**src/rtl/xsw_ingress_fifo_if.sv**
```systemverilog
// Source-side and switch-side signals of one crossbar ingress buffer.
// slave = the FIFO, master = whatever drives the source and switch sides.
interface xsw_ingress_fifo_if #(
  parameter int DW    = 8,
  parameter int M     = 2,
  parameter int DEPTH = 4
);
  localparam int DSTW = $clog2(M);
  localparam int CW   = $clog2(DEPTH) + 1;

  logic            vld_i;
  logic [DW-1:0]   dat_i;
  logic [DSTW-1:0] dst_i;
  logic            gnt_i;
  logic            vld_o;
  logic [DW-1:0]   dat_o;
  logic [M-1:0]    sw_o;
  logic            gnt_o;
  logic [CW-1:0]   count_o;
  logic [7:0]      drop_cnt_o;

  modport slave (
    input  vld_i, dat_i, dst_i, gnt_o,
    output gnt_i, vld_o, dat_o, sw_o, count_o, drop_cnt_o
  );

  modport master (
    output vld_i, dat_i, dst_i, gnt_o,
    input  gnt_i, vld_o, dat_o, sw_o, count_o, drop_cnt_o
  );
endinterface

```
**src/rtl/xsw_ingress_fifo.sv**
```systemverilog
// Per-input crossbar ingress FIFO: buffers (data, dst) beats and presents the
// head as vld + data + one-hot route; out-of-range destinations are dropped and counted.
module xsw_ingress_fifo #(
  parameter int DW    = 8,
  parameter int M     = 2,
  parameter int DEPTH = 4
) (
  input  logic               clk,
  input  logic               rst,
  xsw_ingress_fifo_if.slave  bus
);
  localparam int DSTW = $clog2(M);
  localparam int AW   = $clog2(DEPTH);
  localparam int CW   = AW + 1;

  logic [DW-1:0]   dat_mem_q [DEPTH];
  logic [DSTW-1:0] dst_mem_q [DEPTH];

  logic [AW-1:0] wr_ptr_q, wr_ptr_d;
  logic [AW-1:0] rd_ptr_q, rd_ptr_d;
  logic [CW-1:0] count_q, count_d;
  logic [7:0]    drop_q, drop_d;

  logic full, empty, in_range, acc, push, drop, pop;

  assign full     = (count_q == CW'(DEPTH));
  assign empty    = (count_q == '0);
  assign in_range = (int'(bus.dst_i) < M);
  // gnt_i depends only on state, so no gnt_o -> gnt_i path exists
  assign acc      = bus.vld_i & ~full;
  assign push     = acc & in_range;
  assign drop     = acc & ~in_range;
  assign pop      = ~empty & bus.gnt_o;

  always_comb begin
    wr_ptr_d = wr_ptr_q;
    rd_ptr_d = rd_ptr_q;
    count_d  = count_q;
    drop_d   = drop_q;
    if (push) wr_ptr_d = wr_ptr_q + AW'(1);
    if (pop)  rd_ptr_d = rd_ptr_q + AW'(1);
    case ({push, pop})
      2'b10:   count_d = count_q + CW'(1);
      2'b01:   count_d = count_q - CW'(1);
      default: count_d = count_q;
    endcase
    if (drop && (drop_q != 8'hFF)) drop_d = drop_q + 8'd1;
  end

  always_ff @(posedge clk or posedge rst) begin
    if (rst) begin
      wr_ptr_q <= '0;
      rd_ptr_q <= '0;
      count_q  <= '0;
      drop_q   <= '0;
    end else begin
      wr_ptr_q <= wr_ptr_d;
      rd_ptr_q <= rd_ptr_d;
      count_q  <= count_d;
      drop_q   <= drop_d;
    end
  end

  // Storage needs no reset: every read of it is masked by empty.
  always_ff @(posedge clk) begin
    if (push) begin
      dat_mem_q[wr_ptr_q] <= bus.dat_i;
      dst_mem_q[wr_ptr_q] <= bus.dst_i;
    end
  end

  always_comb begin
    bus.sw_o = '0;
    for (int k = 0; k < M; k++)
      bus.sw_o[k] = ~empty && (dst_mem_q[rd_ptr_q] == DSTW'(k));
  end

  assign bus.gnt_i      = ~full;
  assign bus.vld_o      = ~empty;
  assign bus.dat_o      = empty ? '0 : dat_mem_q[rd_ptr_q];
  assign bus.count_o    = count_q;
  assign bus.drop_cnt_o = drop_q;
endmodule

```
**src/flat_wrapper.sv**
```systemverilog
// flat-port wrapper written by rule: the top's interface ports become plain ports
module xsw_ingress_fifo_flat 
#(
  parameter int DW    = 8,
  parameter int M     = 2,
  parameter int DEPTH = 4
)
  (clk, rst, bus_vld_i, bus_dat_i, bus_dst_i, bus_gnt_o, bus_gnt_i, bus_vld_o, bus_dat_o, bus_sw_o, bus_count_o, bus_drop_cnt_o);
  xsw_ingress_fifo_if #(.DW(DW), .M(M), .DEPTH(DEPTH)) bus_i ();
  input  logic clk;
  input  logic rst;
  input wire logic [$bits(bus_i.vld_i)-1:0] bus_vld_i;
  input wire logic [$bits(bus_i.dat_i)-1:0] bus_dat_i;
  input wire logic [$bits(bus_i.dst_i)-1:0] bus_dst_i;
  input wire logic [$bits(bus_i.gnt_o)-1:0] bus_gnt_o;
  output wire logic [$bits(bus_i.gnt_i)-1:0] bus_gnt_i;
  output wire logic [$bits(bus_i.vld_o)-1:0] bus_vld_o;
  output wire logic [$bits(bus_i.dat_o)-1:0] bus_dat_o;
  output wire logic [$bits(bus_i.sw_o)-1:0] bus_sw_o;
  output wire logic [$bits(bus_i.count_o)-1:0] bus_count_o;
  output wire logic [$bits(bus_i.drop_cnt_o)-1:0] bus_drop_cnt_o;
  assign bus_i.vld_i = bus_vld_i;
  assign bus_i.dat_i = bus_dat_i;
  assign bus_i.dst_i = bus_dst_i;
  assign bus_i.gnt_o = bus_gnt_o;
  assign bus_gnt_i = bus_i.gnt_i;
  assign bus_vld_o = bus_i.vld_o;
  assign bus_dat_o = bus_i.dat_o;
  assign bus_sw_o = bus_i.sw_o;
  assign bus_count_o = bus_i.count_o;
  assign bus_drop_cnt_o = bus_i.drop_cnt_o;
  xsw_ingress_fifo #(.DW(DW), .M(M), .DEPTH(DEPTH)) u_core (.clk(clk), .rst(rst), .bus(bus_i));
endmodule
```
**config.mk**
```make
export PLATFORM = sky130hd
export DESIGN_NAME = xsw_ingress_fifo_flat
export DESIGN_NICKNAME = d
export VERILOG_FILES = /design/src/rtl/xsw_ingress_fifo_if.sv /design/src/rtl/xsw_ingress_fifo.sv /design/src/flat_wrapper.sv
export SDC_FILE = /design/constraint.sdc
export NUM_CORES = 1
export LEC_CHECK = 0
export CORE_ASPECT_RATIO = 0.7
export CORE_MARGIN = 5
export CORE_UTILIZATION = 35
export CTS_CLUSTER_SIZE = 20
export DETAILED_ROUTE_END_ITERATION = 16
export REMOVE_ABC_BUFFERS = 1
export SLEW_MARGIN = 30
export SYNTH_ARGS = -nofsm -noshare
export SYNTH_HDL_FRONTEND = slang
export SYNTH_SLANG_ARGS = --single-unit
```
**constraint.sdc**
```tcl
create_clock -name clk -period 2.4 [get_ports clk]
set_input_delay 0.36 -clock clk [delete_from_list [all_inputs] [get_ports clk]]
set_output_delay 0.36 -clock clk [all_outputs]
set_load 0.03 [all_outputs]
```
# [Yosys cells after proc, flatten, opt, wreduce, memory -nomap -nowiden]
# Memory sizes are Yosys's and may differ from the RTL's.
# Index checks and enable logic that the tools add are counted.
[totals] romBits=0 output_inout_bits=23 elab_cells=25 n_memories=2 ram_bits=36 input_bits=13 regBits=7 latch_bits=0
[classes] mux=4 multipliers=0 bitwise=5 shift=0 add_sub_neg=4 div_mod_pow=0 magnitude_cmp=0 n_eq_ne=3 reduce_logical=4
[mem_list] memory="u_core.dat_mem_q" words=4 word_bits=8 rd=1 rd_ports_with_merged_regs=0 write_ports=1 line_no="xsw_ingress_fifo.sv:16" source="logic [DW-1:0] dat_mem_q [DEPTH];"
[mem_list] memory="u_core.dst_mem_q" words=4 word_bits=1 rd=1 rd_ports_with_merged_regs=0 write_ports=1 line_no="xsw_ingress_fifo.sv:17" source="logic [DSTW-1:0] dst_mem_q [DEPTH];"
[ops] op="2-to-1 mux 8 bit" n=1
[ops] op="one-hot mux 3 bit (2 select lines)" n=1
[ops] op="adder 2 x 1 -> 2 bit (second input constant)" n=2
[ops] op="adder 3 x 1 -> 3 bit (second input constant)" n=1
[ops] op="equality test 3 bit (second input constant)" n=1
[ops] op="logical NOT 3 bit" n=1
[ops] op="NOT 1 bit" n=3
[ops] op="subtractor 3 x 1 -> 3 bit (second input constant)" n=1
[ops] op="AND 1 bit" n=2
[ops] op="equality test 2 x 1 -> 1 bit (second input constant)" n=1
[ops] op="equality test 2 bit (second input constant)" n=1
[ops] op="logical AND 1 bit" n=2
[ops] op="2-to-1 mux 1 bit" n=2
[ops] op="nonzero test 2 bit" n=1

# [Depth between registers and ports, before layout]
# Gate-level depths: netlist of the first run.
[logic_depth] ltp_word=5 ltp_mapped=9 depth_no_buf=9

# [Worst setup path after synthesis of the first run]
# No wires, ideal clock.
[synth_path] path_kind="register -> register" from="register u_core.count_q[2], in the netlist u_core.bus.count_o[2]" to="register u_core.count_q[2], in the netlist u_core.bus.count_o[2]" arrival_ps=2114 stages_incl_launch_ff=10 setup_ps=80 setup_slack_ps=205 required_time_ps=2320 synth_period_minus_slack_ps=2195 path_buffers=1 path_cell_list="dfrtp_1 > or3b_1 > buf_6 > nand2_4 > ha_1 > inv_1 > fa_1 > xor2_1 > nor2_1 > xor2_1"
[synth_between] elab_chain_len=5 word_cells_on_any_way=12 classes_between="add/sub (2); eq/ne (3); mux (1); bitwise (4); reduce/logical (2)"
[synth_rtl] item="start: declaration" line_no="xsw_ingress_fifo.sv:21" source="logic [CW-1:0] count_q, count_d;"
[synth_rtl] item="start signal: assignment" line_no="xsw_ingress_fifo.sv:59" source="count_q <= count_d;"
[synth_rtl] item="equality test 3 bit *" line_no="xsw_ingress_fifo.sv:26" source="assign full = (count_q == CW'(DEPTH));"
[synth_rtl] item="NOT 1 bit *"
[synth_rtl] item="net bus_gnt_i" line_no="flat_wrapper.sv:16" source="output wire logic [$bits(bus_i.gnt_i)-1:0] bus_gnt_i;"
[synth_rtl] item="AND 1 bit *" line_no="xsw_ingress_fifo.sv:30" source="assign acc = bus.vld_i & ~full;"
[synth_rtl] item="equality test 2 x 1 -> 1 bit or equality test 2 bit (tied branches)" line_no="xsw_ingress_fifo.sv:42" source="case ({push, pop})"
[synth_rtl] item="one-hot mux 3 bit (2 select lines) or nonzero test 2 bit (tied branches)"
# The timed path passes the listed nets; every way through them passes the cells marked *.
# A chain may end at the register's enable or synchronous reset.

# [Worst setup path in the final report of the first run]
[layout_path] from="register u_core.count_q[0], in the netlist u_core.bus.count_o[0]" to="output port bus_vld_o"
[layout_between] elab_chain_len=2
[layout_rtl] item="logical NOT 3 bit" line_no="xsw_ingress_fifo.sv:27" source="assign empty = (count_q == '0);"
[layout_rtl] item="NOT 1 bit" line_no="xsw_ingress_fifo.sv:79" source="assign bus.vld_o = ~empty;"
[layout_rtl] item="end: declaration" line_no="flat_wrapper.sv:17" source="output wire logic [$bits(bus_i.vld_o)-1:0] bus_vld_o;"
# No other way between the ends.

==> reports/qor.yml, run 1 <==
cells_and_area:
  layout-drive-gt1-share: 0.194
  syn2layout_area_growth_pct: 23.2
  post-route-util: 0.443
  seq_area_sq_um: 1260
  num_antenna_cells: 0
  final_common_cell: "edfxtp_1"
  fillerInstances: 466
  final_cell_area_sq_um: 2300
  multiInputGateArea_sq_um: 523
  layout_common_cells: "edfxtp_1, clkdlybuf4s50_1, and2_1"
  fin_nets: 157
clock_network:
  cts_made_buffers: 5
  ctsHoldBuffers: 0
  cts_buffer_depth: 2
  htree_levels: 2
  clkLatencyLatePin_ns: 0.29
  cts_sinks: 43
  cts_tree: "done"
  clkTransAtPathRegs_ns: 0.08
  root_buffer: "clkbuf_8"
worst_setup_path:
  cp-start-kind: "flip-flop"
  cp.required_ns: 2.04
  slowest_stage: "clkdlybuf4s50_1"
  regToRegStartpoint: "u_core.bus.count_o[0]"
  worstReg2RegEnd: "u_core.bus.count_o[2]"
  crit_buf_inv: 2
  cp-end-kind: "primary output"
  critical_path_class: "flip-flop to primary output"
  critPathTopFamily: "buffers and inverters"
  worst_r2r_path_depth: 8
  crit_path_max_fanout: 12
  timing.critical_path.slowest_cell_delay_ns: 0.65
  reg2reg_slack_ns: 0.15
  worstPathCellList: "nor3_1, inv_1, clkdlybuf4s50_1"
  crit_arrival_ns: 1.90
global_routing:
  grt_max_degree: 14
  global_route.usage.met1: 0.124
  grt_use_met2: 0.179
  grt_pass1_wl_mm: 5.41
  track_usage: 0.104
  antenna_found_initial: 0
  met3_usage: 0.0315
  grt_pass1_vias: 1073
  overflow: 0
  grt_busiest_layer: "met2"
logic_synthesis:
  synth_compound_area_frac: 0
  synth-seq-cells: 43
  synthAdderAreaFrac: 0.0441
  synth_top_family_by_area: "multiplexers"
  synth_cells: 106
  synth.area.mux_share: 0.122
  yosys.area_share.simple: 0.0696
  synthXorXnorAreaFrac: 0.0281
  seq_area_frac_synth: 0.672
  netlist_area_sq_um: 1870
  yosysUniqueCellTypes: 22
  synth_warnings: 0
  synth.avg_cell_area_sq_um: 17.6
drt:
  vias_per_cell: 4.50
  wl_per_cell_um: 16.0
  drtAntennaViolNets: 0
  wl_mm: 3.37
  drcViolationCount: 0
  firstDrtPassIters: 3
  drt_iter0_drc: 24
  dr_total_vias: 950
sta:
  setup_viol: 0
  rsz0062_at_grt: "no"
  fin_worst_skew_ns: 0.00769
  hold_viol: 0
  period_minus_slack_ns: 2.26
  setup_tns_ns: 0
  fin_crit_sh: 0.942
  final-max-slew-violation-count: 0
  fmax_ghz: 0.442
die:
  core_sq_um: 5200
  start_util: 0.360
  die_area_sq_um: 6930
  ios: 36
  die_w_um: 97.4
  die_y_um: 71.2
  num_rows: 22
placement:
  dpl.hpwl_mm: 2.40
  placed_cell_area_sq_um: 2200
  port_buffers: 27
  gp_congestion: 0.676
pwr:
  powerDensity_nw_per_um2: 1350
  vdd_drop_max_mv: 0.541
  leakage_uw: 0.000870
outcome:
  outcome: "completed"
hold_path:
  hold_class: "input pin to async pin"
run:
  maxCapViolCount: 0
[state kept, by name, indices dropped and copies added, names as in the netlist]
| register | count |
|---|---|
| u_core.dat_mem_q | 32 |
| u_core.rd_ptr_q | 2 |
| u_core.bus.count_o | 3 |
| u_core.dst_mem_q | 4 |
| u_core.wr_ptr_q | 2 |
[cell usage after synthesis]
master,number,share of area
and2_1,10,0.033
dfrtp_1,7,0.094
mux2_4,1,0.0080
edfxtp_1,36,0.58
mux2i_1,1,0.0054
nand3_1,1,0.0027
xnor2_1,3,0.014
buf_4,8,0.032
buf_2,1,0.0027
fa_1,1,0.011
nand2_4,1,0.0060
ha_1,5,0.033
clkbuf_1,1,0.0020
xor2_1,3,0.014
conb_1,1,0.0020
mux4_2,9,0.11
or3b_1,1,0.0047
buf_6,2,0.012
nor3_1,1,0.0027
nor2_1,2,0.0040
inv_1,7,0.014
and3_2,4,0.016
[stage by stage]
stage	cells	power (uW)	hold slack [ns]	setup slack, ns
4_1_cts	211	3150	0.314	0.0857
2_1_floorplan	101	2050	0.163	0.0728
5_1_grt	211	3280	0.356	0.0318
3_3_place_gp	203	2620	0.510	0.221
3_5_place_dp	203	2660	0.516	0.165
6_report	211	3100	0.312	0.139
[power breakdown]
group / total [uW] / internal [uW] / switching, uW
Clock: 575 / 337 / 238
Sequential: 1090 / 1010 / 84.8
Combinational: 1430 / 618 / 816
[how the worst max path moves through the flow]
stage	end	startpoint	cells after the start
2_1_floorplan	u_core.bus.count_o[2]	u_core.bus.count_o[2]	8
6_report	bus_vld_o	u_core.bus.count_o[0]	3
4_1_cts	bus_vld_o	u_core.bus.count_o[0]	3
3_3_place_gp	bus_sw_o[1]	u_core.rd_ptr_q[0]	4
5_1_grt	bus_vld_o	u_core.bus.count_o[0]	3
3_5_place_dp	u_core.bus.count_o[2]	bus_gnt_o	8
[timing repair]
| item | in CTS | in global routing |
|---|---|---|
| endpoints found under the setup margin | 9 | 0 |
| gates resized for setup | 9 | 0 |
| setup buffers | 0 | 0 |
[kinds of logic (layout without fill, tap and decap cells)]
group / count (synthesis) / in the layout
multiplexers: 11 / 11
buffers and inverters: 19 / 45
AND/OR/NAND/NOR: 20 / 20
flip-flops: 43 / 43
XOR/XNOR: 6 / 6
other: 1 / 8
adder cells (fa/ha/maj): 6 / 6
[final cells by class]
cell class                 count  share of cell area
multi-input combinational     51               0.227
clock buffer                   6              0.0358
inverter                       7              0.0114
clock inverter                 2              0.0152
tap                           72              0.0391
sequential                    43               0.545
timing repair buffer          30               0.126
[metal layers]
layer,up-vias,routed length (um)
li1,432,-
met1,486,1480
met2,27,1690
met3,5,151
met4,0,49
met5,-,0
Note: power is estimated with default switching activity, not from simulation.
==> run 2: changes to the inputs <==
- CELL_PAD_IN_SITES_DETAIL_PLACEMENT: not set -> 2
- CELL_PAD_IN_SITES_GLOBAL_PLACEMENT: not set -> 2
- CORE_UTILIZATION: 35 -> 37
- PLACE_DENSITY_LB_ADDON: not set -> 0.1
==> run 2 against run 1 <==
Effect of this change:
- critical path depth rose by 1
- first-iteration DRC count rose by 25%
- final area fell by 2.2%
- fmax barely moved
- clock skew fell by 0.0039 ns
- sequential power rose by 5%
- cell count fell by 1.4%
- largest cell class unchanged
- highest routed layer unchanged
==> reports/qor.yml, run 2 (synthesis gave the netlist of run 1 again) <==
outcome:
  outcome: "completed"  # unchanged
placement:
  placed_cell_area_sq_um: 2180  # was 2200 sq um
  post-place-ws_ns: 0.189  # was 0.165 ns
  port_buffers: 27  # unchanged
  placed_cells: 200  # was 203
  gp_congestion: 0.653  # was 0.676
  dpl.hpwl_mm: 2.71  # was 2.40 mm
sta:
  rsz0062_at_grt: "no"  # unchanged
  setup_ws_ns: 0.138  # was 0.139 ns
  fin_worst_skew_ns: 0.00374  # was 0.00769 ns
  fmax_ghz: 0.442  # about the same
  fin_crit_sh: 0.942  # about the same
  period_minus_slack_ns: 2.26  # about the same
  setup_tns_ns: 0  # unchanged
  hold_viol: 0  # unchanged
  final-max-slew-violation-count: 0  # unchanged
  setup_viol: 0  # unchanged
  hold-worst-slack_ns: 0.306  # was 0.312 ns
die:
  die_area_sq_um: 6600  # was 6930 sq um
  start_util: 0.387  # was 0.360
  die_w_um: 95.0  # was 97.4 um
  ios: 36  # unchanged
  num_rows: 21  # was 22
  core_sq_um: 4830  # was 5200 sq um
  die_y_um: 69.5  # was 71.2 um
global_routing:
  track_usage: 0.125  # was 0.104
  grt_max_degree: 13  # was 14
  grt_pass1_vias: 1087  # was 1073
  overflow: 0  # unchanged
  grt_pass1_wl_mm: 6.04  # was 5.41 mm
  antenna_found_initial: 0  # unchanged
clock_network:
  cts_made_buffers: 5  # unchanged
  ctsHoldBuffers: 0  # unchanged
  clkTransAtPathRegs_ns: 0.08  # about the same
  cts_tree: "done"  # unchanged
  cts_setup_buffers: 0  # unchanged
  root_buffer: "clkbuf_8"  # unchanged
  cts_sinks: 43  # unchanged
  htree_levels: 2  # unchanged
  clkLatencyLatePin_ns: 0.29  # about the same
  cts_buffer_depth: 2  # unchanged
worst_setup_path:
  cp-start-kind: "flip-flop"  # unchanged
  crit_path_max_fanout: 8  # was 12
  reg2reg_slack_ns: 0.26  # was 0.15 ns
  worstReg2RegEnd: "u_core.bus.count_o[2]"  # unchanged
  critical_path_class: "flip-flop to primary output"  # unchanged
  cp-end-kind: "primary output"  # unchanged
  cp.required_ns: 2.04  # about the same
  worst_r2r_path_depth: 8  # unchanged
  crit_arrival_ns: 1.90  # about the same
  regToRegStartpoint: "u_core.bus.count_o[0]"  # unchanged
  worstSetupStartpoint: "u_core.rd_ptr_q[0]"  # was u_core.bus.count_o[0]
pwr:
  vdd_drop_max_mv: 0.489  # was 0.541 mV
  leakage_uw: 0.000846  # was 0.000870 uW
  powerDensity_nw_per_um2: 1310  # was 1350 nW/um^2
drt:
  drcViolationCount: 0  # unchanged
  vias_per_cell: 4.50  # about the same
  drt_iter0_drc: 30  # was 24
  wl_mm: 3.65  # was 3.37 mm
  wl_per_cell_um: 17.6  # was 16.0 um
  firstDrtPassIters: 4  # was 3
  dr_total_vias: 937  # was 950
  drtAntennaViolNets: 0  # unchanged
cells_and_area:
  layout-drive-gt1-share: 0.201  # was 0.194
  final_cell_area_sq_um: 2250  # was 2300 sq um
  seq_area_sq_um: 1260  # about the same
  fillerInstances: 481  # was 466
  largest_register_ffs: 32  # unchanged
  num_antenna_cells: 0  # unchanged
  final_common_cell: "edfxtp_1"  # unchanged
  regMostFlops: "u_core.dat_mem_q"  # unchanged
  multiInputGateArea_sq_um: 523  # unchanged
  layout_common_cells: "edfxtp_1, clkdlybuf4s50_1, and2_1"  # unchanged
  layout.cells.non_filler: 208  # was 211
  syn2layout_area_growth_pct: 20.5  # was 23.2%
  fin_nets: 157  # unchanged
hold_path:
  hold_class: "input pin to async pin"  # unchanged
run:
  maxCapViolCount: 0  # unchanged
==> run 2: metal layers <==
layer  part of all wire  GRT usage
met3              0.054     0.0390
met5                  0          0
met2               0.51      0.205
met4              0.015     0.0432
met1               0.42      0.153
==> run 2: critical path, stage by stage (launching register included) <==
cell and delay (ns):
dfrtp_1 0.36, buf_4 0.20, mux4_2 0.52, and2_1 0.17
dlygate4sd2_1 0.35
==> run 2: repair_timing <==
action,in CTS,in global routing
resized for setup,10,1
setup endpoints to repair,8,1
pin swaps,0,0
==> run 2: worst max path at each step <==
stage,slack (ns),cells after the start,endpoint
after floorplan,0.07,8,u_core.bus.count_o[2]
after global placement,0.24,9,u_core.bus.count_o[2]
after detailed placement,0.19,4,bus_dat_o[7]
after CTS,0.06,3,bus_gnt_i
after global routing,0.008,3,bus_vld_o
final,0.14,4,bus_dat_o[7]
==> run 2: power breakdown <==
part,switching (uW),internal (uW),leakage [uW],total (uW)
sequential,123,1010,0.000410,1140
combinational,789,596,0.000393,1390
clock,227,204,0.0000422,431
==> run 2: metrics by stage <==
step,utilization,power (uW)
2_1_floorplan,-,2050
3_3_place_gp,0.451,2590
3_5_place_dp,0.451,2650
4_1_cts,0.466,3020
5_1_grt,0.466,3150
6_report,0.466,2950
==> run 2: cell type report <==
type,instances,share of cell area
tap,69,0.0383
clock inverter,1,0.00222
inverter,7,0.0117
multi-input combinational,51,0.232
clock buffer,7,0.0339
sequential,43,0.558
timing repair buffer,30,0.124
==> run 3: changes to the inputs <==
- CORE_ASPECT_RATIO: 0.7 -> 1.2
- CORE_UTILIZATION: 37 -> 39
- clock period: 2.4 -> 2.7 ns (I/O delays scaled with it)
==> run 3 against run 2 <==
Effect of this change:
- die area fell by 4.7%
- core utilization rose by 1.9 points
- combinational power fell by 7%
- final area fell by 0.28%
- sequential power fell by 11%
- power fell by 9.3%
- first-iteration DRC count rose by 23%
- critical path type unchanged
==> reports/qor.yml, run 3 (synthesis gave the netlist of run 1 again) <==
outcome:
  outcome: "completed"  # unchanged
global_routing:
  grt_pass1_vias: 1089  # was 1087
  global_route.usage.met1: 0.145  # was 0.153
  track_usage: 0.130  # was 0.125
  met3_usage: 0.0293  # was 0.0390
  grt_pass1_wl_mm: 5.89  # was 6.04 mm
  grt_busiest_layer: "met2"  # unchanged
  grt_max_degree: 13  # unchanged
  antenna_found_initial: 0  # unchanged
  grt_use_met2: 0.237  # was 0.205
  overflow: 0  # unchanged
clock_network:
  root_buffer: "clkbuf_8"  # unchanged
  cts_tree: "done"  # unchanged
  clkLatencyLatePin_ns: 0.28  # was 0.29 ns
  cts_setup_buffers: 0  # unchanged
  htree_levels: 2  # unchanged
  cts_sinks: 43  # unchanged
  ctsHoldBuffers: 0  # unchanged
  clkTransAtPathRegs_ns: 0.07  # was 0.08 ns
  cts_buffer_depth: 2  # unchanged
  cts_made_buffers: 5  # unchanged
worst_setup_path:
  cp.required_ns: 2.30  # was 2.04 ns
  worstPathCellList: "buf_4, mux4_2, and2_1, clkdlybuf4s50_1"  # was buf_4, mux4_2, and2_1, dlygate4sd2_1
  crit_path_max_fanout: 4  # was 8
  critical_path_class: "flip-flop to primary output"  # unchanged
  crit_arrival_ns: 2.18  # was 1.90 ns
  crit_buf_inv: 2  # unchanged
  cp-start-kind: "flip-flop"  # unchanged
  reg2reg_slack_ns: 0.48  # was 0.26 ns
  cp-end-kind: "primary output"  # unchanged
  critPathTopFamily: "buffers and inverters"  # unchanged
  timing.critical_path.slowest_cell_delay_ns: 0.59  # was 0.52 ns
  slowest_stage: "clkdlybuf4s50_1"  # was mux4_2
sta:
  fin_worst_skew_ns: 0.00470  # was 0.00374 ns
  rsz0062_at_grt: "no"  # unchanged
  period_minus_slack_ns: 2.59
  setup_tns_ns: 0  # unchanged
  setup_ws_ns: 0.114  # was 0.138 ns
  setup_viol: 0  # unchanged
  final-max-slew-violation-count: 0  # unchanged
  fmax_ghz: 0.387
  hold-worst-slack_ns: 0.361  # was 0.306 ns
  fin_crit_sh: 0.958
  hold_viol: 0  # unchanged
drt:
  dr_total_vias: 930  # was 937
  drtAntennaViolNets: 0  # unchanged
  firstDrtPassIters: 4  # unchanged
  vias_per_cell: 4.74  # was 4.50
  wl_per_cell_um: 19.1  # was 17.6 um
  drt_iter0_drc: 37  # was 30
  drcViolationCount: 0  # unchanged
  wl_mm: 3.75  # was 3.65 mm
die:
  die_y_um: 85.9  # was 69.5 um
  start_util: 0.404  # was 0.387
  ios: 36  # unchanged
  core_sq_um: 4630  # was 4830 sq um
  die_area_sq_um: 6290  # was 6600 sq um
  die_w_um: 73.2  # was 95.0 um
  num_rows: 27  # was 21
cells_and_area:
  layout_common_cells: "edfxtp_1, clkdlybuf4s50_1, and2_1"  # unchanged
  final_common_cell: "edfxtp_1"  # unchanged
  num_antenna_cells: 0  # unchanged
  seq_area_sq_um: 1260  # about the same
  regMostFlops: "u_core.dat_mem_q"  # unchanged
  fillerInstances: 431  # was 481
  syn2layout_area_growth_pct: 20.2  # was 20.5%
  largest_register_ffs: 32  # unchanged
  multiInputGateArea_sq_um: 523  # unchanged
  fin_nets: 156  # was 157
  post-route-util: 0.486  # was 0.466
  layout-drive-gt1-share: 0.159  # was 0.201
pwr:
  powerDensity_nw_per_um2: 1190  # was 1310 nW/um^2
  leakage_uw: 0.000843  # was 0.000846 uW
  vdd_drop_max_mv: 0.540  # was 0.489 mV
placement:
  post-place-ws_ns: 0.374  # was 0.189 ns
  dpl.hpwl_mm: 2.80  # was 2.71 mm
  gp_congestion: 0.674  # was 0.653
  port_buffers: 27  # unchanged
hold_path:
  hold_class: "input pin to async pin"  # unchanged
run:
  maxCapViolCount: 0  # unchanged
==> run 3: cell count changes in the layout (fill, tap and decap cells not counted), sizes merged <==
| cell | change |
|---|---|
| clkdlybuf4s50 | +9 |
| dlygate4sd2 | -8 |
| buf | -3 |
| clkbuf | -1 |
| clkinv | +1 |
| dlymetal6s2s | +1 |
==> run 3: worst reg2reg max path: stages (launching register included) <==
cell	delay (ns)
dfrtp_1	0.44
nor3_1	0.10
inv_1	0.31
and2_1	0.23
ha_1	0.21
inv_1	0.07
fa_1	0.37
xor2_1	0.15
nor2_1	0.11
xor2_1	0.15
==> run 3: timing repair <==
item,4_1_cts,5_1_grt
setup endpoints to repair,0,2
gates resized for setup,0,2
hold endpoints to repair,0,0
==> run 3: final cells by class <==
cell class	instances	share of cell area
Clock inverter	2	0.00334
Sequential cell	43	0.559
Tap cell	58	0.0323
Multi-Input combinational cell	51	0.233
Inverter	7	0.0117
Clock buffer	6	0.0323
Timing Repair Buffer	29	0.129
==> run 3: final timing paths <==
check	cells past startpoint	endpoint	startpoint
max in group asynchronous	2	u_core.rd_ptr_q[1]	rst
min	2	u_core.rd_ptr_q[0]	rst
min reg2reg	1	u_core.wr_ptr_q[0]	u_core.wr_ptr_q[0]
min in group clk	1	u_core.wr_ptr_q[0]	u_core.wr_ptr_q[0]
max reg2reg	9	u_core.bus.count_o[2]	u_core.bus.count_o[0]
max	4	bus_dat_o[6]	u_core.rd_ptr_q[0]
==> run 3: report_power, final <==
part           internal (uW)  switching, uW  leakage (uW)
logic                    595            691      0.000391
registers                898            122      0.000411
clock network            176            196     0.0000403
total                   1670           1010      0.000843
==> run 3: stage by stage <==
step | cells | area (sq um) | power, uW
after global placement | 188 | 2160 | 2300
after detailed placement | 188 | 2160 | 2350
after global routing | 196 | 2250 | 2840
after floorplan | 101 | 1810 | 1820
final | 196 | 2250 | 2680
after CTS | 196 | 2240 | 2730
==> run 3: routing by layer <==
| layer | wire length [um] | part of all wire |
|---|---|---|
| met1 | 1520 | 0.41 |
| met2 | 2010 | 0.54 |
| met3 | 175 | 0.047 |
| met4 | 40 | 0.011 |
| met5 | 0 | 0 |
